--- src/rtl/avalon_pwm_multi_if.sv ---
// Avalon-MM slave bus bundle for avalon_pwm_multi (word addressed, 32-bit data).
// Latency: reads return on avs_readdata one cycle after avs_read.
// Backpressure: none; the slave accepts every read and write in one cycle.
interface avalon_pwm_multi_if #(
  parameter int ADDR_W = 5
);
  logic [ADDR_W-1:0] avs_address;
  logic              avs_write;
  logic [31:0]       avs_writedata;
  logic              avs_read;
  logic [31:0]       avs_readdata;

  modport master (
    output avs_address, avs_write, avs_writedata, avs_read,
    input  avs_readdata
  );

  modport slave (
    input  avs_address, avs_write, avs_writedata, avs_read,
    output avs_readdata
  );
endinterface

--- src/rtl/avalon_pwm_multi.sv ---
// Multi-channel PWM with one shared prescaled counter and shadow/active register sets.
// Latency: reads 1 cycle, writes visible next cycle, pwm_out lags cnt by 1 cycle.
// Backpressure: none; optional interrupt logic under AVALON_PWM_MULTI_IRQ_EN.
module avalon_pwm_multi #(
  parameter int CHANNELS = 8,
  parameter int CNT_W    = 16,
  parameter int PRE_W    = 8,
  parameter int ADDR_W   = 5
) (
  input  logic                clk_clk,
  input  logic                reset_reset_n,
  avalon_pwm_multi_if.slave   avs,
  output logic [CHANNELS-1:0] pwm_out,
  output logic                irq
);

  // Control and shadow set
  logic                en_q;
  logic [CNT_W-1:0]    period_sh_q;
  logic [PRE_W-1:0]    pre_sh_q;
  logic [CHANNELS-1:0] chen_sh_q;
  logic [CHANNELS-1:0] pol_sh_q;
  logic [CNT_W-1:0]    duty_sh_q [CHANNELS];

  // Active set, only ever loaded from the shadows on a commit
  logic [CNT_W-1:0]    period_act_q;
  logic [PRE_W-1:0]    pre_act_q;
  logic [CHANNELS-1:0] chen_act_q;
  logic [CHANNELS-1:0] pol_act_q;
  logic [CNT_W-1:0]    duty_act_q [CHANNELS];

  logic                pend_q, pend_d;
  logic [PRE_W-1:0]    pre_q, pre_d;
  logic [CNT_W-1:0]    cnt_q, cnt_d;
  logic [CHANNELS-1:0] pwm_q, pwm_d;
  logic [31:0]         rdata_q, rdata_d;

  logic                tick, wrap, commit;
  logic                wr_ctrl, wr_period, wr_pre, wr_chen, wr_pol, upd_req;
  logic [CHANNELS-1:0] wr_duty;
  logic [31:0]         wdata;

  assign wdata     = avs.avs_writedata;
  assign wr_ctrl   = avs.avs_write && (avs.avs_address == ADDR_W'(0));
  assign wr_period = avs.avs_write && (avs.avs_address == ADDR_W'(1));
  assign wr_pre    = avs.avs_write && (avs.avs_address == ADDR_W'(2));
  assign wr_chen   = avs.avs_write && (avs.avs_address == ADDR_W'(4));
  assign wr_pol    = avs.avs_write && (avs.avs_address == ADDR_W'(5));
  assign upd_req   = wr_ctrl && wdata[1];

  // Not every write-data bit lands in a register; fold them here on purpose.
  logic unused_wdata;
  assign unused_wdata = ^wdata;

  // Per-channel duty write strobes
  always_comb begin
    wr_duty = '0;
    for (int i = 0; i < CHANNELS; i++) begin
      wr_duty[i] = avs.avs_write && (avs.avs_address == ADDR_W'(6 + i));
    end
  end

  // Host-visible control bit and shadow registers
  always_ff @(posedge clk_clk or negedge reset_reset_n) begin
    if (!reset_reset_n) begin
      en_q        <= 1'b0;
      period_sh_q <= '0;
      pre_sh_q    <= '0;
      chen_sh_q   <= '0;
      pol_sh_q    <= '0;
      for (int i = 0; i < CHANNELS; i++) duty_sh_q[i] <= '0;
    end else begin
      if (wr_ctrl)   en_q        <= wdata[0];
      if (wr_period) period_sh_q <= wdata[CNT_W-1:0];
      if (wr_pre)    pre_sh_q    <= wdata[PRE_W-1:0];
      if (wr_chen)   chen_sh_q   <= wdata[CHANNELS-1:0];
      if (wr_pol)    pol_sh_q    <= wdata[CHANNELS-1:0];
      for (int i = 0; i < CHANNELS; i++) begin
        if (wr_duty[i]) duty_sh_q[i] <= wdata[CNT_W-1:0];
      end
    end
  end

  // A pending commit lands at a period wrap, or straight away when stopped.
  assign commit = pend_q && (wrap || !en_q);

  // PEND: a fresh UPD request beats a commit on the same edge, so an UPD that
  // coincides with a wrap waits for the next one.
  always_comb begin
    pend_d = pend_q;
    if (commit)  pend_d = 1'b0;
    if (upd_req) pend_d = 1'b1;
  end

  // Pending-commit flag register
  always_ff @(posedge clk_clk or negedge reset_reset_n) begin
    if (!reset_reset_n) pend_q <= 1'b0;
    else                pend_q <= pend_d;
  end

  // Active set loads from the shadows on the same edge that cnt returns to 0
  always_ff @(posedge clk_clk or negedge reset_reset_n) begin
    if (!reset_reset_n) begin
      period_act_q <= '0;
      pre_act_q    <= '0;
      chen_act_q   <= '0;
      pol_act_q    <= '0;
      for (int i = 0; i < CHANNELS; i++) duty_act_q[i] <= '0;
    end else if (commit) begin
      period_act_q <= period_sh_q;
      pre_act_q    <= pre_sh_q;
      chen_act_q   <= chen_sh_q;
      pol_act_q    <= pol_sh_q;
      for (int i = 0; i < CHANNELS; i++) duty_act_q[i] <= duty_sh_q[i];
    end
  end

  assign tick = en_q && (pre_q == pre_act_q);
  assign wrap = tick && (cnt_q == period_act_q);

  // Prescaler and period counter next state; both parked at 0 while disabled
  always_comb begin
    pre_d = pre_q;
    cnt_d = cnt_q;
    if (!en_q) begin
      pre_d = '0;
      cnt_d = '0;
    end else if (tick) begin
      pre_d = '0;
      cnt_d = (cnt_q == period_act_q) ? '0 : cnt_q + 1'b1;
    end else begin
      pre_d = pre_q + 1'b1;
    end
  end

  // Counter registers
  always_ff @(posedge clk_clk or negedge reset_reset_n) begin
    if (!reset_reset_n) begin
      pre_q <= '0;
      cnt_q <= '0;
    end else begin
      pre_q <= pre_d;
      cnt_q <= cnt_d;
    end
  end

  // Compare against the active duty; polarity flips the whole level, idle included
  always_comb begin
    pwm_d = '0;
    for (int i = 0; i < CHANNELS; i++) begin
      pwm_d[i] = (en_q && chen_act_q[i] && (cnt_q < duty_act_q[i])) ^ pol_act_q[i];
    end
  end

  // Registered PWM outputs
  always_ff @(posedge clk_clk or negedge reset_reset_n) begin
    if (!reset_reset_n) pwm_q <= '0;
    else                pwm_q <= pwm_d;
  end

  assign pwm_out = pwm_q;

`ifdef AVALON_PWM_MULTI_IRQ_EN
  logic ie_q;
  logic wrap_q, wrap_d;
  logic wr_status;

  assign wr_status = avs.avs_write && (avs.avs_address == ADDR_W'(3));

  // Sticky WRAP: write-1-to-clear, but a wrap on the same edge wins
  always_comb begin
    wrap_d = wrap_q;
    if (wr_status && wdata[1]) wrap_d = 1'b0;
    if (wrap)                  wrap_d = 1'b1;
  end

  // Interrupt enable and WRAP flag registers
  always_ff @(posedge clk_clk or negedge reset_reset_n) begin
    if (!reset_reset_n) begin
      ie_q   <= 1'b0;
      wrap_q <= 1'b0;
    end else begin
      if (wr_ctrl) ie_q <= wdata[2];
      wrap_q <= wrap_d;
    end
  end

  assign irq = wrap_q && ie_q;
`else
  assign irq = 1'b0;
`endif

  // Read mux; unused addresses and upper bits read 0, UPD always reads 0
  always_comb begin
    rdata_d = '0;
    if (avs.avs_address == ADDR_W'(0)) begin
      rdata_d[0] = en_q;
`ifdef AVALON_PWM_MULTI_IRQ_EN
      rdata_d[2] = ie_q;
`endif
    end
    if (avs.avs_address == ADDR_W'(1)) rdata_d[CNT_W-1:0]    = period_sh_q;
    if (avs.avs_address == ADDR_W'(2)) rdata_d[PRE_W-1:0]    = pre_sh_q;
    if (avs.avs_address == ADDR_W'(3)) begin
      rdata_d[0] = pend_q;
`ifdef AVALON_PWM_MULTI_IRQ_EN
      rdata_d[1] = wrap_q;
`endif
    end
    if (avs.avs_address == ADDR_W'(4)) rdata_d[CHANNELS-1:0] = chen_sh_q;
    if (avs.avs_address == ADDR_W'(5)) rdata_d[CHANNELS-1:0] = pol_sh_q;
    for (int i = 0; i < CHANNELS; i++) begin
      if (avs.avs_address == ADDR_W'(6 + i)) rdata_d[CNT_W-1:0] = duty_sh_q[i];
    end
  end

  // Read data register; holds its value between reads
  always_ff @(posedge clk_clk or negedge reset_reset_n) begin
    if (!reset_reset_n)    rdata_q <= '0;
    else if (avs.avs_read) rdata_q <= rdata_d;
  end

  assign avs.avs_readdata = rdata_q;

endmodule

--- src/flat_wrapper.sv ---
// flat-port wrapper written by rule: the top's interface ports become plain ports
module avalon_pwm_multi_flat 
#(
  parameter int CHANNELS = 8,
  parameter int CNT_W    = 16,
  parameter int PRE_W    = 8,
  parameter int ADDR_W   = 5
)
  (clk_clk, reset_reset_n, pwm_out, irq, avs_avs_address, avs_avs_write, avs_avs_writedata, avs_avs_read, avs_avs_readdata);
  avalon_pwm_multi_if #(.ADDR_W(ADDR_W)) avs_i ();
  input  logic clk_clk;
  input  logic reset_reset_n;
  output logic [CHANNELS-1:0] pwm_out;
  output logic irq;
  input wire logic [$bits(avs_i.avs_address)-1:0] avs_avs_address;
  input wire logic [$bits(avs_i.avs_write)-1:0] avs_avs_write;
  input wire logic [$bits(avs_i.avs_writedata)-1:0] avs_avs_writedata;
  input wire logic [$bits(avs_i.avs_read)-1:0] avs_avs_read;
  output wire logic [$bits(avs_i.avs_readdata)-1:0] avs_avs_readdata;
  assign avs_i.avs_address = avs_avs_address;
  assign avs_i.avs_write = avs_avs_write;
  assign avs_i.avs_writedata = avs_avs_writedata;
  assign avs_i.avs_read = avs_avs_read;
  assign avs_avs_readdata = avs_i.avs_readdata;
  avalon_pwm_multi #(.CHANNELS(CHANNELS), .CNT_W(CNT_W), .PRE_W(PRE_W), .ADDR_W(ADDR_W)) u_core (.clk_clk(clk_clk), .reset_reset_n(reset_reset_n), .avs(avs_i), .pwm_out(pwm_out), .irq(irq));
endmodule
--- config.mk ---
export PLATFORM = sky130hd
export DESIGN_NAME = avalon_pwm_multi_flat
export DESIGN_NICKNAME = d
export VERILOG_FILES = /design/src/rtl/avalon_pwm_multi_if.sv /design/src/rtl/avalon_pwm_multi.sv /design/src/flat_wrapper.sv
export SDC_FILE = /design/constraint.sdc
export NUM_CORES = 1
export LEC_CHECK = 0
export CORE_MARGIN = 2
export CORE_UTILIZATION = 54
export DETAILED_ROUTE_END_ITERATION = 8
export HOLD_SLACK_MARGIN = 0.05
export PLACE_DENSITY_LB_ADDON = 0.15
export SYNTH_ARGS = -nofsm -noshare
export SYNTH_HDL_FRONTEND = slang
export SYNTH_SLANG_ARGS = --single-unit
--- constraint.sdc ---
create_clock -name clk_clk -period 3.44 [get_ports clk_clk]
set_input_delay 0.516 -clock clk_clk [delete_from_list [all_inputs] [get_ports clk_clk]]
set_output_delay 0.516 -clock clk_clk [all_outputs]
set_load 0.02 [all_outputs]
==> results of run 1 <==
[worst max-delay path, delay by kind of cell (launching register included)]
kind	cells	cell delay, ns
buffers and inverters	2	0.48
AND/OR/NAND/NOR	2	0.52
AO/OA/AOI/OAI	3	0.69
XOR/XNOR	1	0.17
adder cells (fa/ha/maj)	1	0.25
flip-flops	1	0.74
[metal layers]
metal,track usage,part of all wire
met1,0.3757,0.45
met2,0.4357,0.47
met3,0.04624,0.052
met4,0.08951,0.028
met5,0,0
[worst paths after layout]
| check | from | end | slack, ns | cells past startpoint |
|---|---|---|---|---|
| worst max-delay path | u_core.cnt_q[11] | u_core.pwm_out[4] | 0.49 | 9 |
| worst min-delay path | u_core.pol_act_q[1] | u_core.pwm_out[1] | 0.45 | 1 |
| worst max register to register | u_core.cnt_q[11] | u_core.pwm_out[4] | 0.49 | 9 |
| worst min register to register | u_core.pol_act_q[1] | u_core.pwm_out[1] | 0.45 | 1 |
| max in group asynchronous | reset_reset_n | u_core.duty_sh_q[80] | 1.92 | 3 |
| min in group asynchronous | reset_reset_n | u_core.pol_act_q[7] | 0.57 | 2 |
[state kept, by name (all words and copies together) (netlist names)]
register / flops
u_core.duty_sh_q: 128
u_core.chen_sh_q: 8
u_core.chen_act_q: 8
u_core.cnt_q: 16
u_core.duty_act_q: 128
u_core.period_sh_q: 16
u_core.pol_sh_q: 8
u_core.pend_q: 1
u_core.pre_sh_q: 8
u_core.avs.avs_readdata: 16
u_core.pre_q: 8
u_core.period_act_q: 16
u_core.pol_act_q: 8
u_core.pwm_out: 8
u_core.en_q: 1
u_core.pre_act_q: 8
[placed cells by master (no fill, tap or decap), types with 12 or more instances in the layout]
| master | instances |
|---|---|
| conb_1 | 17 |
| nand4_1 | 12 |
| xor2_1 | 17 |
| dfrtp_1 | 386 |
| nor2_1 | 49 |
| a21boi_0 | 14 |
| inv_1 | 123 |
| xnor2_1 | 20 |
| a31oi_1 | 24 |
| clkdlybuf4s50_1 | 47 |
| nand2_1 | 69 |
| o21ai_0 | 44 |
| nand3_1 | 16 |
| ha_1 | 122 |
| nor2b_1 | 18 |
| mux2_4 | 120 |
| mux2_2 | 217 |
| a21oi_1 | 62 |
| buf_4 | 50 |
| a22oi_1 | 31 |
| a21o_1 | 13 |
| clkbuf_16 | 45 |
[layout make-up]
cell class                 instances  area [sq um]  area share
sequential                       386          9659      0.4284
multi-input combinational       1033          9325      0.4136
inverter                         125         469.2     0.02081
clock inverter                    15         202.7    0.008990
tap                              468         585.6     0.02597
timing repair buffer             106          1011     0.04484
clock buffer                      63          1294     0.05738
[where the power goes]
part	total, mW	switching [mW]	leakage (nW)	internal [mW]
clock	4.84	1.86	0.742	2.98
sequential	5.72	0.548	5.13	5.18
combinational	2.10	1.05	5.05	1.06
[logic make-up (layout without fill, tap and decap cells)]
kind of cell / after synthesis / after routing
DFF: 386 / 386
muxes: 339 / 339
AOI/OAI and AO/OA: 283 / 283
and+or+nand+nor: 234 / 234
buffers and inverters: 208 / 309
adders and majority gates: 122 / 122
xor gates and xnor gates: 38 / 38
other: 1 / 17
==> flow_metrics.tcl, run 1 <==
set metrics [dict create \
    hold_buffers 1 \
    max_clock_freq_mhz 339.2 \
    drive_above_1_share 0.2836 \
    port_buffers 48 \
    first_iter_violations 845 \
    clk_pin_slew_ns 0.06 \
    worstMarginPinSlew_ns 0.8476 \
    period_needed_ns 2.948 \
    worstSetupPathType "flip-flop to flip-flop" \
    grt_pass1_vias 13340 \
    hold_viol_final 0 \
    cts_tree "yes" \
    synth_top_family_by_area "multiplexers" \
    wl_um 50530 \
    antenna_left 0 \
    cp-end-kind "flip-flop" \
    place_area_sq_mm 0.02104 \
    setup_viol 0 \
    nets 1858 \
    synth_adder_area_share 0.07670 \
    hold_ws_ns 0.4536 \
    fp-row-count 70 \
    synthesis.area_sq_mm 0.01990 \
    maxSlewViolCount 0 \
    slew_headroom 0.4332 \
    n_antenna_cell 0 \
    skew_ns 0.02259 \
    drc 0 \
    grt-ovfl-total 0 \
    synth_edf_count 0 \
    status "finished clean" \
    cts_made_buffers 43 \
    dp_cells 2117 \
    synth_compound_area_frac 0.09625 \
    maxCapViolCount 0 \
    dp_hpwl_um 36190 \
    die-area_sq_mm 0.03841 \
    power.leakage_nw 10.92 \
    cp_data_required_time_ns 3.92 \
    place.gp.congestion 0.9106 \
    netlist_instances 1611 \
    synth_seq_cells 386 \
    grtUsageTotal 0.2710 \
    die_y_um 196.0 \
    vias_per_cell 5.934 \
    hp-class "flip-flop to flip-flop" \
    critPathSlowestCell "dfrtp_1" \
    final_area_sq_mm 0.02255 \
    wire_per_inst_um 23.01 \
    syn_area_per_cell_sq_um 12.35 \
    clk_latency_ns 0.57 \
    ir_drop_v 0.0003942 \
    cts_buffer_depth 3 \
    cp.arrival_ns 3.43 \
    rsz0062_at_grt "false" \
    p_total_mw 12.67 \
    synth_top_area_cell "dfrtp_1" \
    ys_seq_area_frac 0.4854 \
    coreArea_sq_mm 0.03643 \
    post-route-util 0.6188 \
    cpPeakStageDelay_ns 0.74 \
    synthArstFlopShare 1.000 \
    synthFlopType "dfrtp_1" \
    powerDensity_mw_per_mm2 561.8 \
    finalNonFillerCells 2196 \
    ios 82 \
    cts.sinks 386 \
    synth.area.top_cells "dfrtp_1 49%, mux2_2 12%, mux2_4 9.1%" \
    startpoint_type "flip-flop" \
    yosysUniqueCellTypes 65 \
    critPathMaxFanout 10 \
    fill_cells 2922 \
    synth_warnings 0 \
    place_ws_ns 0.2451 \
    yosys-top-cells-count "386 x dfrtp_1, 217 x mux2_2, 123 x inv_1, 122 x ha_1, 120 x mux2_4" \
    synthSimpleGateAreaFrac 0.06061 \
    synth-xor-area-share 0.01710 \
    yosysMostFrequentCell "dfrtp_1" \
    cp_cell_sequence "buf_4 > ha_1 > nand4_1 > a21oi_1 > nor4_1 > o41ai_1 > a2111oi_0 > buf_4 > xor2_1" \
    htree_levels 2 \
    muxShareOfSynthArea 0.2143 \
    grt_pass1_wl_um 78780 \
    min_period_over_period 0.8569 \
    synth_top_area_share 0.4854 \
    cp_common_cell "buf_4" \
    cts.repair.resized 0 \
    cts_setup_buffers 0 \
    via_count 13030 \
    tns_ns 0 \
    grt_max_degree 103 \
    antenna_found_initial 0 \
    cts_root_buf "clkbuf_16" \
    die_w_um 196.0 \
    first_pass_iters 5 \
    areaGrowthSynthToFinish_pct 13.29 \
    setup_ws_ns 0.4922 \
    initial_utilization 0.5462 \
]
Power figures use the tool's default switching activity.
==> run 2, diff against run 1 <==
--- a/config.mk
+++ b/config.mk
@@ -13,3 +13,4 @@
 export SYNTH_ARGS = -nofsm -noshare
 export SYNTH_HDL_FRONTEND = slang
 export SYNTH_SLANG_ARGS = --single-unit
+export TNS_END_PERCENT = 50
==> results of run 2 <==
The final DEF is identical to that of run 1; final timing and power are the same.
==> RTL change, RTL diff (config.mk and constraints of run 1) <==
Remove the register `pwm_q`: a continuous assignment takes its place, so the output `pwm_out` follows one clock earlier.
--- a/src/rtl/avalon_pwm_multi.sv
+++ b/src/rtl/avalon_pwm_multi.sv
@@ -153,10 +153,7 @@
   end
 
   // Registered PWM outputs
-  always_ff @(posedge clk_clk or negedge reset_reset_n) begin
-    if (!reset_reset_n) pwm_q <= '0;
-    else                pwm_q <= pwm_d;
-  end
+  assign pwm_q = pwm_d;
 
   assign pwm_out = pwm_q;
 
Formal check against the unedited RTL: not equivalent (a bounded check fails within 4 cycles, from zero or initial values and one cycle with reset_reset_n low).
==> RTL change against run 1 <==
Sequential cell count shrank 8. Clock skew shrank 0.0094 ns. Non-clock buffer count grew 15. Wire length grew 4.3%. Final area shrank 0.83%. Total power shrank 4.1%. Setup slack lost 0.42 ns. Area after synthesis shrank 0.94%. Critical endpoint is now pwm_out[3]. Largest power group unchanged.
==> RTL change: results <==
group,metric,value,unit
worst_setup_path,reg2reg_to,"u_core.duty_act_q[26]",
placement,dp_slack,0.0340,ns
routing,drt_iter0_drc,922,
synth,yosysUniqueCellTypes,68,
grt,antenna_found_initial,1,
placement,place_inst,2125,
cells_and_area,nNetsFinal,1871,
min_path,min-delay-start,"u_core.duty_sh_q[81]",
timing,worst_clock_skew,0.0132,ns
routing,top_layer,"met5",
power,power.static_leakage,10.8,nW
cts,clock_latency,0.54,ns
synth,synthTopCellsByArea,"dfrtp_1 48%, mux2_2 12%, ha_1 7.7%, mux2_4 7.6%, inv_1 2.8%",
routing,met2_length,24600,um
status,status,"complete, no violations",
min_path,hold_path_end,"u_core.duty_sh_q[81]",
worst_setup_path,crit-reg2reg-launch,"u_core.cnt_q[2]",
grt,grt_pass1_vias,13600,
routing,avgRoutedWirePerCell,24.0,um
min_path,hold_depth,2,
power,ir_drop,0.000407,V
cells_and_area,final_layout_size_suffix_gt1_share,27.7,%
timing,relSlewSlack,47.8,%
placement,place_hpwl,38400,um
routing,met3_length,2330,um
placement,place.gp.congestion,0.903,
cts,numCtsBuffers,41,
routing,drt-met1-wl,24000,um
synth,avgSynthCellArea,12.2,um^2
synth,synth_common_cells,"378 x dfrtp_1, 211 x mux2_2, 145 x inv_1",
[RTL change: changes by cell type after synthesis, moves of 10 or more]
| cell | delta |
|---|---|
| a21o_1 | +10 |
| nor2_1 | -12 |
| a21boi_0 | -12 |
| mux2i_1 | +14 |
| a21oi_1 | -20 |
| a31oi_1 | -21 |
| a22o_1 | +11 |
| and3_1 | +11 |
| nand4_1 | +12 |
| mux2_4 | -20 |
| a211oi_1 | +16 |
| inv_1 | +22 |
| o211ai_1 | +30 |
[RTL change: timing repair]
action,4_1_cts,5_1_grt
setup endpoints to repair,8,8
hold endpoints to repair,67,0
resized for setup,38,26
hold buffers,1,0
pin swaps,2,5
[RTL change: report_power, final]
| group | leakage [nW] | internal, mW | switching (mW) |
|---|---|---|---|
| Sequential | 5.02 | 5.09 | 0.554 |
| Combinational | 5.16 | 1.03 | 1.07 |
| Clock | 0.648 | 2.63 | 1.76 |
[RTL change: cell families (layout without fill, tap and decap cells)]
family	count (synthesis)	after routing	synth area share, %
adders and majority gates	122	122	7.74
other	1	17	0.0190
buffers and inverters	236	336	5.42
DFF	378	378	48.0
AOI/OAI and AO/OA	285	285	10.5
xor gates and xnor gates	40	40	1.78
muxes	327	327	20.5
and+or+nand+nor	229	229	6.12
[RTL change: worst max path at each step]
stage	depth (start not counted)	endpoint	slack, ns
floorplan	6	pwm_out[1]	0.80
global placement	7	pwm_out[7]	0.14
detailed placement	8	pwm_out[3]	0.03
CTS	8	pwm_out[0]	0.01
global route	9	pwm_out[2]	-0.02
finish	8	pwm_out[3]	0.07
[RTL change: routing by layer]
metal | global-route usage (%) | vias up
li1 | - | 5992
met1 | 40.0 | 6860
met2 | 45.3 | 314
met3 | 4.23 | 101
met4 | 9.73 | 2
met5 | 0 | -
[RTL change: critical path, stage by stage, from the launching register on]
cell and delay, ns:
dfrtp_1 0.41, ha_1 0.35, a21o_1 0.20, a2111oi_1 0.38, o21ai_1 0.23, a211oi_2 0.25
buf_4 0.15, xor2_2 0.16, buf_2 0.19
[RTL change: layout make-up]
class	count	area share [%]
Inverter	146	2.45
Multi-Input combinational cell	1020	41.8
Clock buffer	58	5.19
Timing Repair Buffer	121	4.96
Clock inverter	11	0.705
Sequential cell	378	42.3
Tap cell	461	2.58
[RTL change: per-stage QoR]
| step | hold WS (ns) | cell area, um^2 |
|---|---|---|
| finish | 0.502 | 22400 |
| CTS | 0.500 | 22300 |
| floorplan | 0.220 | 19800 |
| global route | 0.522 | 22400 |
| detailed placement | 0.488 | 21000 |
| global placement | 0.479 | 21000 |
